[src/rtl/fetch_pkg.sv]
// Shared types for the fetch stage: the decode payload and the NOP filler word.
package fetch_pkg;

    localparam int unsigned XLEN = 32;
    localparam logic [XLEN-1:0] NOP_INSTR = 32'h0000_0013;

    typedef struct packed {
        logic [XLEN-1:0] instr;
        logic [XLEN-1:0] pc;
    } fetch_entry_t;

    localparam int unsigned ENTRY_W = $bits(fetch_entry_t);

endpackage

[src/rtl/fetch_buffer_if.sv]
// Instruction-memory and decode handshake bundle of the fetch stage.
interface fetch_buffer_if #(
    parameter int unsigned WIDTH = 32
) ();
    logic             imem_req_o;
    logic [WIDTH-1:0] imem_addr_o;
    logic             imem_gnt_i;
    logic             imem_rvalid_i;
    logic [WIDTH-1:0] imem_rdata_i;
    logic             dec_valid_o;
    logic             dec_ready_i;
    logic [WIDTH-1:0] dec_instr_o;
    logic [WIDTH-1:0] dec_pc_o;

    modport master (
        output imem_req_o, imem_addr_o, dec_valid_o, dec_instr_o, dec_pc_o,
        input  imem_gnt_i, imem_rvalid_i, imem_rdata_i, dec_ready_i
    );

    modport slave (
        input  imem_req_o, imem_addr_o, dec_valid_o, dec_instr_o, dec_pc_o,
        output imem_gnt_i, imem_rvalid_i, imem_rdata_i, dec_ready_i
    );
endinterface

[src/rtl/sync_fifo.sv]
// Synchronous FIFO with synchronous clear; pointers wrap modulo DEPTH, count is one bit wider.
module sync_fifo #(
    parameter int unsigned WIDTH = 8,
    parameter int unsigned DEPTH = 4
) (
    input  logic                   clk,
    input  logic                   rst_n,
    input  logic                   clr_i,
    input  logic                   push_i,
    input  logic [WIDTH-1:0]       wdata_i,
    input  logic                   pop_i,
    output logic [WIDTH-1:0]       rdata_o,
    output logic [$clog2(DEPTH):0] count_o,
    output logic                   empty_o
);
    localparam int unsigned PTR_W = (DEPTH > 1) ? $clog2(DEPTH) : 1;
    localparam int unsigned CNT_W = $clog2(DEPTH) + 1;

    logic [WIDTH-1:0] mem_q [DEPTH];
    logic [PTR_W-1:0] wptr_q, wptr_d;
    logic [PTR_W-1:0] rptr_q, rptr_d;
    logic [CNT_W-1:0] cnt_q, cnt_d;
    logic             full;
    logic             do_push;
    logic             do_pop;

    function automatic logic [PTR_W-1:0] ptr_inc(input logic [PTR_W-1:0] p);
        return (p == PTR_W'(DEPTH - 1)) ? '0 : p + PTR_W'(1);
    endfunction

    assign empty_o = (cnt_q == '0);
    assign full    = (cnt_q == CNT_W'(DEPTH));
    assign do_pop  = pop_i && !empty_o;
    assign do_push = push_i && (!full || do_pop);
    assign rdata_o = mem_q[rptr_q];
    assign count_o = cnt_q;

    always_comb begin
        wptr_d = wptr_q;
        rptr_d = rptr_q;
        cnt_d  = cnt_q;
        if (clr_i) begin
            wptr_d = '0;
            rptr_d = '0;
            cnt_d  = '0;
        end else begin
            if (do_push) wptr_d = ptr_inc(wptr_q);
            if (do_pop)  rptr_d = ptr_inc(rptr_q);
            cnt_d = cnt_q + CNT_W'(do_push) - CNT_W'(do_pop);
        end
    end

    always_ff @(posedge clk) begin
        if (!rst_n) begin
            wptr_q <= '0;
            rptr_q <= '0;
            cnt_q  <= '0;
        end else begin
            wptr_q <= wptr_d;
            rptr_q <= rptr_d;
            cnt_q  <= cnt_d;
        end
    end

    // Storage needs no reset: entries are only read once the count says they were written.
    always_ff @(posedge clk) begin
        if (rst_n && !clr_i && do_push) mem_q[wptr_q] <= wdata_i;
    end

endmodule

[src/rtl/fetch_buffer.sv]
// Fetch stage: credit-limited in-order imem requests, PC/instr pairing, decode FIFO, redirect discard.
// Optional FETCH_BYPASS_EN: zero-latency response bypass onto decode when the FIFO is empty.
module fetch_buffer
    import fetch_pkg::*;
#(
    parameter int unsigned WIDTH           = 32,
    parameter int unsigned DEPTH           = 4,
    parameter int unsigned MAX_OUTSTANDING = 2
) (
    input  logic             clk,
    input  logic             rst_n,
    input  logic [WIDTH-1:0] pc_i,
    input  logic             flush_i,
    output logic             stall_o,
    fetch_buffer_if.master   bus
);
    localparam int unsigned FCNT_W = $clog2(DEPTH) + 1;
    localparam int unsigned OCNT_W = $clog2(MAX_OUTSTANDING) + 1;
    localparam int unsigned SUM_W  = ((FCNT_W > OCNT_W) ? FCNT_W : OCNT_W) + 1;

    logic [FCNT_W-1:0] fifo_cnt;
    logic              fifo_empty;
    logic              fifo_push;
    logic              fifo_pop;
    fetch_entry_t      fifo_head;
    fetch_entry_t      new_entry;
    fetch_entry_t      head;

    logic [OCNT_W-1:0] out_cnt;
    logic              pend_empty;
    logic [WIDTH-1:0]  pend_pc;

    logic [OCNT_W-1:0] disc_q, disc_d;
    logic [OCNT_W-1:0] live_cnt;
    logic [SUM_W-1:0]  credit_sum;
    logic              req;
    logic              accept;
    logic              resp;
    logic              discarding;
    logic              bypass;
    logic              dec_valid;

    sync_fifo #(.WIDTH(ENTRY_W), .DEPTH(DEPTH)) u_entry_fifo (
        .clk     (clk),
        .rst_n   (rst_n),
        .clr_i   (flush_i),
        .push_i  (fifo_push),
        .wdata_i (new_entry),
        .pop_i   (fifo_pop),
        .rdata_o (fifo_head),
        .count_o (fifo_cnt),
        .empty_o (fifo_empty)
    );

    // Pending-PC queue: its occupancy is the outstanding-request count.
    sync_fifo #(.WIDTH(WIDTH), .DEPTH(MAX_OUTSTANDING)) u_pend_fifo (
        .clk     (clk),
        .rst_n   (rst_n),
        .clr_i   (1'b0),
        .push_i  (accept),
        .wdata_i (pc_i),
        .pop_i   (resp),
        .rdata_o (pend_pc),
        .count_o (out_cnt),
        .empty_o (pend_empty)
    );

    always_comb begin
        resp       = bus.imem_rvalid_i && !pend_empty;
        discarding = (disc_q != '0);
        live_cnt   = out_cnt - disc_q;
        credit_sum = SUM_W'(fifo_cnt) + SUM_W'(live_cnt);
        req        = rst_n && !flush_i
                     && (out_cnt < OCNT_W'(MAX_OUTSTANDING))
                     && (credit_sum < SUM_W'(DEPTH));
        accept     = req && bus.imem_gnt_i;

        new_entry.instr = XLEN'(bus.imem_rdata_i);
        new_entry.pc    = XLEN'(pend_pc);

`ifdef FETCH_BYPASS_EN
        bypass = fifo_empty && !flush_i && resp && !discarding;
`else
        bypass = 1'b0;
`endif
        head      = bypass ? new_entry : fifo_head;
        dec_valid = rst_n && (!fifo_empty || bypass);
        fifo_push = resp && !discarding && !flush_i && !(bypass && bus.dec_ready_i);
        fifo_pop  = !fifo_empty && bus.dec_ready_i && !flush_i;
    end

    // Redirect: every request still in flight after this cycle is dropped on return.
    always_comb begin
        disc_d = disc_q;
        if (flush_i) begin
            disc_d = out_cnt - OCNT_W'(resp);
        end else if (resp && discarding) begin
            disc_d = disc_q - OCNT_W'(1);
        end
    end

    always_ff @(posedge clk) begin
        if (!rst_n) disc_q <= '0;
        else        disc_q <= disc_d;
    end

    always_comb begin
        stall_o         = rst_n && !accept;
        bus.imem_req_o  = req;
        bus.imem_addr_o = rst_n ? pc_i : '0;
        bus.dec_valid_o = dec_valid;
        bus.dec_instr_o = '0;
        bus.dec_pc_o    = '0;
        if (dec_valid) begin
            bus.dec_instr_o = WIDTH'(head.instr);
            bus.dec_pc_o    = WIDTH'(head.pc);
        end else if (rst_n) begin
            bus.dec_instr_o = WIDTH'(NOP_INSTR);
        end
    end

    a_rvalid_outstanding: assert property (@(posedge clk) disable iff (!rst_n)
        bus.imem_rvalid_i |-> !pend_empty);

    a_fifo_bound: assert property (@(posedge clk) disable iff (!rst_n)
        fifo_cnt <= FCNT_W'(DEPTH));

endmodule

[src/flat_wrapper.sv]
// flat-port wrapper written by rule: the top's interface ports become plain ports
module fetch_buffer_flat import fetch_pkg::*;
#(
    parameter int unsigned WIDTH           = 32,
    parameter int unsigned DEPTH           = 4,
    parameter int unsigned MAX_OUTSTANDING = 2
)
  (clk, rst_n, pc_i, flush_i, stall_o, bus_imem_req_o, bus_imem_addr_o, bus_dec_valid_o, bus_dec_instr_o, bus_dec_pc_o, bus_imem_gnt_i, bus_imem_rvalid_i, bus_imem_rdata_i, bus_dec_ready_i);
  fetch_buffer_if #(.WIDTH(WIDTH)) bus_i ();
  input  logic clk;
  input  logic rst_n;
  input  logic [WIDTH-1:0] pc_i;
  input  logic flush_i;
  output logic stall_o;
  output wire logic [$bits(bus_i.imem_req_o)-1:0] bus_imem_req_o;
  output wire logic [$bits(bus_i.imem_addr_o)-1:0] bus_imem_addr_o;
  output wire logic [$bits(bus_i.dec_valid_o)-1:0] bus_dec_valid_o;
  output wire logic [$bits(bus_i.dec_instr_o)-1:0] bus_dec_instr_o;
  output wire logic [$bits(bus_i.dec_pc_o)-1:0] bus_dec_pc_o;
  input wire logic [$bits(bus_i.imem_gnt_i)-1:0] bus_imem_gnt_i;
  input wire logic [$bits(bus_i.imem_rvalid_i)-1:0] bus_imem_rvalid_i;
  input wire logic [$bits(bus_i.imem_rdata_i)-1:0] bus_imem_rdata_i;
  input wire logic [$bits(bus_i.dec_ready_i)-1:0] bus_dec_ready_i;
  assign bus_imem_req_o = bus_i.imem_req_o;
  assign bus_imem_addr_o = bus_i.imem_addr_o;
  assign bus_dec_valid_o = bus_i.dec_valid_o;
  assign bus_dec_instr_o = bus_i.dec_instr_o;
  assign bus_dec_pc_o = bus_i.dec_pc_o;
  assign bus_i.imem_gnt_i = bus_imem_gnt_i;
  assign bus_i.imem_rvalid_i = bus_imem_rvalid_i;
  assign bus_i.imem_rdata_i = bus_imem_rdata_i;
  assign bus_i.dec_ready_i = bus_dec_ready_i;
  fetch_buffer #(.WIDTH(WIDTH), .DEPTH(DEPTH), .MAX_OUTSTANDING(MAX_OUTSTANDING)) u_core (.clk(clk), .rst_n(rst_n), .pc_i(pc_i), .flush_i(flush_i), .stall_o(stall_o), .bus(bus_i));
endmodule
[config.mk]
export PLATFORM = sky130hd
export DESIGN_NAME = fetch_buffer_flat
export DESIGN_NICKNAME = d
export VERILOG_FILES = /design/src/rtl/fetch_pkg.sv /design/src/rtl/fetch_buffer_if.sv /design/src/rtl/sync_fifo.sv /design/src/rtl/fetch_buffer.sv /design/src/flat_wrapper.sv
export SDC_FILE = /design/constraint.sdc
export NUM_CORES = 1
export LEC_CHECK = 0
export ABC_AREA = 1
export CORE_UTILIZATION = 38
export CTS_CLUSTER_DIAMETER = 60
export DETAILED_ROUTE_END_ITERATION = 16
export GPL_TIMING_DRIVEN = 0
export PLACE_DENSITY = 0.61
export SETUP_SLACK_MARGIN = 0.5
export SYNTH_ARGS = -nofsm -noshare
export SYNTH_HDL_FRONTEND = slang
export SYNTH_SLANG_ARGS = --single-unit
[constraint.sdc]
create_clock -name clk -period 3.84 [get_ports clk]
set_input_delay 0.384 -clock clk [delete_from_list [all_inputs] [get_ports clk]]
set_output_delay 0.384 -clock clk [all_outputs]
set_load 0.02 [all_outputs]
==> results.md <==
- Status: finished, final reports clean
- Drt first-iter violations: between 500 and 600
- Clock sink count: 336
- Postcts setup bufs: 0
- Crit path launch: u_core.u_pend_fifo.count_o[0]
- Rel. slew slack: ~53%
- Post-Synth Adder-Cell Area: roughly 1.2%
- Largest area contributor in the synthesized netlist: edfxtp_1
- Post-synthesis net count: roughly 1100
- Reg2Reg Depth: 12
- Sequential area share after synthesis: between 70% and 80%
- Core ar.: 34700 um^2
- CTS Buf Count: 37
- Initial Util: between 30% and 40%
- Die area: around 36000 um^2
- Worst-path clk slew: 60 ps
- Number of routed nets with antenna violations: 0
- Reg2reg setup slack: 1100 ps
- Synthesized flop and latch total: between 300 and 400
- Worst slew pin tran: 700 ps
- Tmin final: 3100 ps
- H-tree Lvls: 2
- Final setup violating endpoints: 0
- Synth top cells by count: edfxtp_1, nor2_1, o21ai_0
- Pwr Density: between 400 and 500 nW/um^2
- Largest net degree at the start of global routing: 28
- Dpl hpwl: 19400 um
- First-pass GRT wire length: 47700 um
- Async SR Flop Fraction: 0%
- Largest family of logic cells by synthesized area: simple AND/OR/NAND/NOR gates
- Routed length per instance: roughly 18 um
- Hold path startpoint: u_core.u_pend_fifo.rptr_q
- Layout cells sized above 1: about 11%
- Reg2Reg Capture Point: u_core.u_pend_fifo.mem_q[0][23]
- Max Slew Vio Count: 0
- Max Cap Viol: 0
- Mapped Cells: 1056
- Most numerous cell in the Yosys netlist: edfxtp_1
- Synth top area share: 71.5%
- Final core utilization: between 40% and 50%
- Crit. End Element: output port
- Setup TNS Final: 0 ps
- Cells along the critical path: inv_1, ha_1, xnor2_1, xor2_1, inv_1, ha_1, nand2_1, nor2_1, nor4_1, clkdlybuf4s50_1
- Worst setup endpoint: bus_imem_req_o
- GRT Total Usage: approximately 17%
- CTS Root Cell: clkbuf_16
- Post-layout nets: 1355
- Initial antenna violation count: 1
- Type of the worst setup path: flip-flop to output port
- Post-Syn Area per Cell: 12.7 um^2
- Global-route congestion overflow total: 0
- Fmax: roughly 320 MHz
- Routed WL: 30900 um
- Mapped Area: about 13000 um^2
- Max Clock Skew: 15.5 ps
- Synth unique cells: 27
- XOR/XNOR Fraction of Synth Area: less than 1%
- Clock buffer depth: 3
- CTS tree: built
- Vias post-DR: around 8400
- Leak: 6.04 nW
- Slowest-stage cell, CP: clkdlybuf4s50_1
- Vias in the first global route: between 8000 and 9000
- Critical Path Start Type: flip-flop
- Peak supply drop: about 260 uV
- CP peak stage delay: 660 ps
- Ports: roughly 170
- Via/cell ratio: a little under 5
- R2R Path Start: u_core.u_pend_fifo.count_o[0]
- GPL Wtd Cong: around 0.75
- Mux cell area share after synthesis: 2.68%
- CP arrival: ~2700 ps
- Top_reg_cell synth: edfxtp_1
- DRC Markers: 0
- Layout overhead on the synthesized area: 27.1%
- Top post-synthesis cells by area: edfxtp_1, nor2_1, o21ai_0
- Final worst-path cycle share: 80.6%
- Die Width: 190 um
- Unrepaired setup endpoints after global routing: false
- EDFF count, synth: 320
- Chip height: approximately 190 um
- Row cnt: approximately 70
- Synth Warn #: 0
- Area share of and/or/nand/nor cells after synthesis: around a tenth
- Worst-Skew Late Latency: roughly 520 ps
- Port Buffer Count: about 170
- TritonRoute pass-1 iters: 6
- Worst EP required: 3460 ps
- Final hold vios: 0
- Worst hold path class: flip-flop to flip-flop
- Synth Area in Compound Gates: roughly 7.7%
- Crit-path max FO: 3
==> cells by family (layout without fill, tap and decap cells) <==
logic type	after synthesis	after routing
and+or+nand+nor	346	346
DFF	336	336
AOI/OAI and AO/OA	206	206
buffers and inverters	118	359
muxes	32	32
adders and majority gates	12	12
xor gates and xnor gates	6	6
other	0	1
==> power breakdown <==
part	leakage, nW	internal, mW	switching [mW]
sequential	3.01	4.17	0.0328
clock	0.542	1.91	1.36
combinational	2.49	0.327	0.448
==> critical path: cells and delay by family, from the launching register on <==
| kind | cells | cell delay (ps) |
|---|---|---|
| XOR/XNOR | 2 | 320 |
| adder cells (fa/ha/maj) | 2 | 450 |
| buffers and inverters | 3 | 800 |
| flip-flops | 1 | 330 |
| AND/OR/NAND/NOR | 3 | 300 |
==> cell type report <==
cell class / count / area (um^2)
Fill cell: 3022 / 17600
Sequential cell: 336 / 9930
Multi-Input combinational cell: 602 / 2990
Timing Repair Buffer: 178 / 1900
Clock buffer: 43 / 948
Tap cell: 455 / 569
Buffer: 56 / 348
Inverter: 62 / 233
Clock inverter: 20 / 170
Antenna cell: 1 / 2.50
==> metal layers <==
layer  track usage, %  share of wire, %  vias up
met1             22.9                43     4004
met2             29.7                49      265
met4             4.81               1.9        0
li1                 -                 -     4119
met5                0                 0        -
met3             3.14               5.9       43
==> sequential cells by signal, indices dropped and copies added, names as in the netlist, named ones only <==
signal and count:
u_core.u_entry_fifo.mem_q 256, u_core.u_pend_fifo.wptr_q 1, u_core.u_pend_fifo.count_o 2, u_core.u_entry_fifo.count_o 3
u_core.u_pend_fifo.mem_q 64, u_core.u_entry_fifo.wptr_q 2, u_core.disc_q 2, u_core.u_entry_fifo.rptr_q 2
u_core.u_pend_fifo.rptr_q 1
==> worst min-delay path by stage <==
| stage | to | slack [ps] | cells after the start |
|---|---|---|---|
| 6_report | u_core.u_pend_fifo.rptr_q | 450 | 1 |
| 3_5_place_dp | u_core.u_pend_fifo.rptr_q | 440 | 1 |
| 2_1_floorplan | flip-flop | 430 | 1 |
| 5_1_grt | u_core.u_pend_fifo.mem_q[1][12] | 470 | 1 |
| 4_1_cts | u_core.u_pend_fifo.rptr_q | 450 | 1 |
| 3_3_place_gp | u_core.u_pend_fifo.rptr_q | 440 | 1 |
==> metrics by stage <==
| stage | setup slack, ps | power [mW] | area, um^2 | instances | hold slack, ps |
|---|---|---|---|---|---|
| after detailed placement | 684 | 5.06 | 16000 | 1689 | 443 |
| after global routing | 522 | 8.56 | 17100 | 1752 | 469 |
| after global placement | -3180 | 5.03 | 15700 | 1679 | 435 |
| after CTS | 522 | 8.34 | 17100 | 1752 | 451 |
| after floorplan | -229 | 4.74 | 13400 | 1056 | 426 |
| final | 744 | 8.25 | 17100 | 1753 | 451 |
==> layout by cell type, fill, tap and decap left out, types with 3 or more instances in the layout <==
cell type	count
a21oi_1	67
inv_1	56
edfxtp_1	320
buf_6	14
inv_2	6
buf_1	7
clkinv_2	3
nor2_1	274
clkbuf_1	21
nand2_1	52
buf_2	17
o21ai_0	133
clkdlybuf4s50_1	167
nand3_1	6
nor2_4	6
dfxtp_1	16
nand2_2	3
clkbuf_16	37
buf_4	3
a31oi_1	3
clkinv_1	10
xor2_1	4
o21ai_1	3
buf_12	8
ha_1	11
mux2_2	30
==> timing repair <==
action	4_1_cts	5_1_grt
resized for setup	1	1
setup endpoints to repair	1	1
hold buffers	0	0
Note: power is estimated with default switching activity, not from simulation.
